`config.mk`:
```
export PLATFORM = sky130hd
export DESIGN_NAME = fp_addsub_arbiter
export DESIGN_NICKNAME = d
export VERILOG_FILES = /design/src/rtl/fp_addsub_arbiter.sv
export SDC_FILE = /design/constraint.sdc
export NUM_CORES = 1
export LEC_CHECK = 0
export ABC_AREA = 1
export BUFFER_PORTS_ARGS = -buffer_cell sky130_fd_sc_hd__buf_2
export CORE_UTILIZATION = 43
export CTS_CLUSTER_DIAMETER = 150
export DETAILED_ROUTE_END_ITERATION = 7
export GPL_ROUTABILITY_DRIVEN = 0
export PLACE_DENSITY_LB_ADDON = 0.15
export SLEW_MARGIN = 30
export SYNTH_ARGS = -nofsm -noshare
export SYNTH_HDL_FRONTEND = slang
export SYNTH_SLANG_ARGS = --single-unit
```
`constraint.sdc`:
```
create_clock -name clk -period 1.2 [get_ports clk]
set_input_delay 0.06 -clock clk [delete_from_list [all_inputs] [get_ports clk]]
set_output_delay 0.06 -clock clk [all_outputs]
set_load 0.005 [all_outputs]
```
`src/rtl/fp_addsub_arbiter.sv`:
```
// Round-robin arbiter sharing one fixed-latency FP32 add/sub unit between
// two requesters. A tag shift register follows each issued operation
// through the unit so its result can be steered back to the owner.
module fp_addsub_arbiter #(
    parameter int LAT   = 3,
    parameter int WIDTH = 32
) (
    input  logic             clk,
    input  logic             rst_n,
    input  logic             en,
    input  logic             req0_valid,
    output logic             req0_ready,
    input  logic [WIDTH-1:0] req0_a,
    input  logic [WIDTH-1:0] req0_b,
    input  logic             req0_op,
    input  logic             req1_valid,
    output logic             req1_ready,
    input  logic [WIDTH-1:0] req1_a,
    input  logic [WIDTH-1:0] req1_b,
    input  logic             req1_op,
    output logic             rsp0_valid,
    output logic [WIDTH-1:0] rsp0_result,
    output logic             rsp1_valid,
    output logic [WIDTH-1:0] rsp1_result,
    output logic             fu_valid,
    output logic [WIDTH-1:0] fu_a,
    output logic [WIDTH-1:0] fu_b,
    output logic             fu_op,
    input  logic             fu_res_valid,
    input  logic [WIDTH-1:0] fu_result,
    output logic             busy,
    output logic             err_mismatch
);

    // Priority pointer: 0 favours requester 0 when both are valid.
    logic           ptr;
    logic           grant0;
    logic           grant1;
    // Owner id of the operation currently presented on fu_*.
    logic           issue_id;
    // Tag pipeline behind the issue register; index LAT-1 is the tail,
    // aligned with the cycle the unit returns the matching result.
    logic [LAT-1:0] tag_vld;
    logic [LAT-1:0] tag_id;
    logic           tail_vld;
    logic           tail_id;

    // Grant decision: single valid wins outright, ties go to the pointer.
    always_comb begin
        grant0 = en & req0_valid & (~req1_valid | ~ptr);
        grant1 = en & req1_valid & (~req0_valid | ptr);
    end

    assign req0_ready = grant0;
    assign req1_ready = grant1;
    assign tail_vld   = tag_vld[LAT-1];
    assign tail_id    = tag_id[LAT-1];

    // Pointer flips to the other requester after every grant.
    always_ff @(posedge clk or negedge rst_n) begin
        if (!rst_n) begin
            ptr <= 1'b0;
        end else if (grant0) begin
            ptr <= 1'b1;
        end else if (grant1) begin
            ptr <= 1'b0;
        end
    end

    // Issue register: operands captured on handshake, held otherwise.
    always_ff @(posedge clk or negedge rst_n) begin
        if (!rst_n) begin
            fu_valid <= 1'b0;
            fu_a     <= '0;
            fu_b     <= '0;
            fu_op    <= 1'b0;
            issue_id <= 1'b0;
        end else begin
            fu_valid <= grant0 | grant1;
            if (grant0) begin
                fu_a     <= req0_a;
                fu_b     <= req0_b;
                fu_op    <= req0_op;
                issue_id <= 1'b0;
            end else if (grant1) begin
                fu_a     <= req1_a;
                fu_b     <= req1_b;
                fu_op    <= req1_op;
                issue_id <= 1'b1;
            end
        end
    end

    // Tag shift register advancing every cycle alongside the unit pipeline.
    always_ff @(posedge clk or negedge rst_n) begin
        if (!rst_n) begin
            tag_vld <= '0;
            tag_id  <= '0;
        end else begin
            tag_vld[0] <= fu_valid;
            tag_id[0]  <= issue_id;
            for (int i = 1; i < LAT; i++) begin
                tag_vld[i] <= tag_vld[i-1];
                tag_id[i]  <= tag_id[i-1];
            end
        end
    end

    // Response steering; a tail/result disagreement produces no response.
    always_ff @(posedge clk or negedge rst_n) begin
        if (!rst_n) begin
            rsp0_valid  <= 1'b0;
            rsp1_valid  <= 1'b0;
            rsp0_result <= '0;
            rsp1_result <= '0;
        end else begin
            rsp0_valid <= tail_vld & fu_res_valid & ~tail_id;
            rsp1_valid <= tail_vld & fu_res_valid & tail_id;
            if (tail_vld && fu_res_valid && !tail_id) begin
                rsp0_result <= fu_result;
            end
            if (tail_vld && fu_res_valid && tail_id) begin
                rsp1_result <= fu_result;
            end
        end
    end

    // Sticky protocol error: unit strobe and tag tail must always agree.
    always_ff @(posedge clk or negedge rst_n) begin
        if (!rst_n) begin
            err_mismatch <= 1'b0;
        end else if (tail_vld != fu_res_valid) begin
            err_mismatch <= 1'b1;
        end
    end

    assign busy = fu_valid | (|tag_vld) | rsp0_valid | rsp1_valid;

endmodule

```
==> flow_metrics.py <==
metrics = {
    "outcome": {
        "status": "finished with violations",
        "violations": "negative hold slack, negative setup slack",
    },
    "drt": {
        "drt_iter0_drc": 489,
        "wl_met2_mm": 10.78,
        "vias_per_cell": 4.875,
        "routedWlPerCell_um": 14.96,
        "wl_met3_mm": 1.667,
        "routed_wl_mm": 22.38,
        "met1_length_mm": 8.728,
        "num_vias": 7293,
        "ant_nets": 0,
        "drc": 0,
        "dr.pass1.iters": 5,
        "routed.top_layer": "met4",
    },
    "timing": {
        "skew_ns": 0.007561,
        "relSlewSlack_pct": 79.81,
        "setup_viol": 69,
        "final_hold_viol_count": 1,
        "finalCriticalPeriod_ns": 1.264,
        "worst_pin_slew_ns": 0.3029,
        "fin_tns_setup_ns": -1.610,
        "rsz0062_at_grt": "yes",
        "hold_ws_ns": -0.005358,
        "post-route-period-util_pct": 105.4,
        "finalWorstSetupSlack_ns": -0.06437,
        "fmax_mhz": 790.9,
        "finalMaxSlewViolations": 0,
    },
    "placement": {
        "hpwlAfterDp_mm": 12.94,
        "placement.io_buffers": 303,
    },
    "critical_path": {
        "crit_family": "simple AND/OR/NAND/NOR gates",
        "path_class": "reg -> reg",
        "reg2regPathDepth": 6,
        "cp_cell_sequence": "ha_1, inv_1, or2_4, buf_12, nand2_1, o21ai_2",
        "startpoint_type": "flop",
        "rr_startpoint": "tag_vld[2]",
        "path_max_fanout": 23,
        "critPathLaunch": "tag_vld[2]",
        "worst-path-buf-inv": 2,
        "critPathMaxStageDelay_ns": 0.34,
        "critPathArrivalTime_ns": 1.57,
        "crit_required_ns": 1.50,
        "worstSetupPathDepth": 6,
        "slowest_stage": "dfrtp_1",
        "end_kind": "flop",
    },
    "flow_run": {
        "maxCapViolations": 0,
    },
    "grt": {
        "antenna_found_initial": 0,
        "grt_pass1_vias": 7294,
        "grt_max_degree": 53,
        "grt_overflow_total": 0,
        "track_usage_pct": 28.17,
        "grt_pass1_wl_mm": 35.07,
    },
    "logic_synthesis": {
        "synth_top_area_cell": "dfrtp_1",
        "yosysSeqAreaShare_pct": 53.30,
        "synth_area_per_cell_um2": 7.957,
        "ys_warn_count": 0,
        "async_flop_share_pct": 100.0,
        "syn_area_um2": 6620,
        "synth_enable_flop_cells": 0,
        "syn-num-nets": 1001,
        "synth_area_leaders": "dfrtp_1 (53%), nand2_1 (15%), nand3_1 (9.9%)",
        "ys_seq_elements": 141,
        "synth-main-ff-cell": "dfrtp_1",
        "post-synth-top-count-cell": "nand2_1",
        "yosysUniqueCellTypes": 17,
        "netlist.area_leader.share_pct": 53.30,
        "netlist_instances": 832,
        "synth_common_cells": "nand2_1 (267), inv_1 (169), dfrtp_1 (141)",
    },
    "floorplan": {
        "coreArea_um2": 14750,
        "io_pins": 304,
        "die_h_um": 126.1,
        "num_rows": 44,
        "initial_utilization_pct": 44.87,
        "die_area_um2": 15900,
        "die_w_um": 126.1,
    },
    "clocking": {
        "cts_root_buf": "clkbuf_16",
        "cts_tree": "done",
        "clk_pin_slew_ns": 0.06,
        "cts_sinks": 141,
        "cts_buffer_depth": 2,
        "numCtsBuffers": 17,
        "htreeDepth": 4,
        "clk_latency_ns": 0.41,
    },
    "power_and_ir_drop": {
        "p_leak_nw": 6.324,
        "vdd_drop_max_v": 0.001002,
        "power_density_nw_per_um2": 1425,
        "p_sw_w": 0.004501,
        "pwr-share-comb_pct": 26.3,
        "pwr-share-seq_pct": 41.0,
        "sw_frac_of_total_pct": 29.11,
        "clkPwrFrac_pct": 32.7,
        "intPower_w": 0.01096,
    },
    "finish": {
        "drive_gt1_share_pct": 31.40,
        "syn_to_final_growth_pct": 64.00,
        "multi_input_area_um2": 2173,
        "ff_latch_area_um2": 3528,
        "nFillCells": 1026,
        "diodes": 0,
        "final_nets": 1471,
    },
    "hold_path": {
        "holdCritPathClass": "in -> reg",
        "hold_start": "req0_a[25]",
        "whs_path_depth": 5,
    },
}
==> cells by family (layout without fill, tap and decap cells) <==
kind of cell             after synthesis  count (layout)  share of synthesized area [%]
buffers and inverters                220             700                          14.70
AND/OR/NAND/NOR                      405             405                          25.59
adder cells (fa/ha/maj)                1               1                         0.1890
flip-flops                           141             141                          53.30
AO/OA/AOI/OAI                         65              65                          6.218
==> layout make-up <==
| class | count | area share (%) |
|---|---|---|
| multi-input cells | 471 | 20.02 |
| repair buffers | 500 | 34.17 |
| flip-flops and latches | 141 | 32.50 |
| clock buffers | 19 | 4.172 |
| clock inverters | 10 | 1.083 |
| well taps | 184 | 2.121 |
| inverters | 171 | 5.935 |
==> placed cells by master (no fill, tap or decap), drive strengths merged <==
| cell | netlist | layout |
|---|---|---|
| buf | 45 | 337 |
| nand2 | 269 | 269 |
| inv | 171 | 172 |
| dlygate4sd3 | 0 | 158 |
| dfrtp | 141 | 141 |
| nand3 | 131 | 131 |
| o21ai | 65 | 65 |
| clkbuf | 4 | 23 |
| clkinvlp | 0 | 4 |
| nor2 | 3 | 3 |
| clkinv | 0 | 3 |
| bufinv | 0 | 2 |
| or2 | 2 | 2 |
| ha | 1 | 1 |
| bufbuf | 0 | 1 |
==> worst min-delay path, stage by stage <==
cell	delay, ns
buf_2	0.08
inv_1	0.03
nand3_1	0.06
nand3_1	0.08
nand2_1	0.06
==> final timing paths <==
| kind | to | slack (ns) |
|---|---|---|
| max | rsp0_result[13] | -0.06 |
| min | fu_a[25] | -0.005 |
| max reg2reg | rsp0_result[13] | -0.06 |
| min reg2reg | tag_id[1] | 0.34 |
| max in group asynchronous | rsp1_result[8] | 0.57 |
| min in group asynchronous | rsp1_result[24] | 0.09 |
==> stage by stage <==
stage                     area [µm²]  util (%)  setup slack (ns)  std cells  total power, W
after detailed placement        8397     56.91           -0.1359       1295        0.009791
after global routing           10860     73.58           -0.1114       1496         0.01631
after CTS                      10710     72.62          -0.06249       1490         0.01537
after floorplan                 6623         -          -0.02050        832        0.007930
after global placement          8397     56.91          -0.09981       1295        0.009715
final                          10860     73.58          -0.06437       1496         0.01547
==> registers in the layout, indices dropped and copies added (netlist names) <==
signal        flops
rsp1_valid        1
tag_vld           3
err_mismatch      1
rsp0_result      32
issue_id          1
rsp0_valid        1
fu_op             1
tag_id            3
fu_b             32
ptr               1
fu_a             32
fu_valid          1
rsp1_result      32
==> power groups by stage <==
stage	clock network, W	registers [W]	logic (W)
final	0.00505	0.00634	0.00407
after CTS	0.00514	0.00632	0.00391
after detailed placement	0	0.00637	0.00342
after global placement	0	0.00638	0.00333
after global routing	0.00535	0.00646	0.00451
after floorplan	0	0.00645	0.00148
==> metal layers <==
layer / vias up / GRT usage, %
li1: 3438 / -
met1: 3333 / 32.83
met2: 422 / 47.55
met3: 100 / 5.990
met4: 0 / 17.51
met5: - / 0
==> what timing repair did <==
item | 4_1_cts | 5_1_grt
gates resized for setup | 17 | 13
hold endpoints to repair | 272 | 0
cloned | 3 | 5
setup endpoints to repair | 65 | 124
hold buffers | 158 | 0
buffers inserted | 5 | 1
pin swaps | 8 | 3
Note: power is estimated with default switching activity, not from simulation.
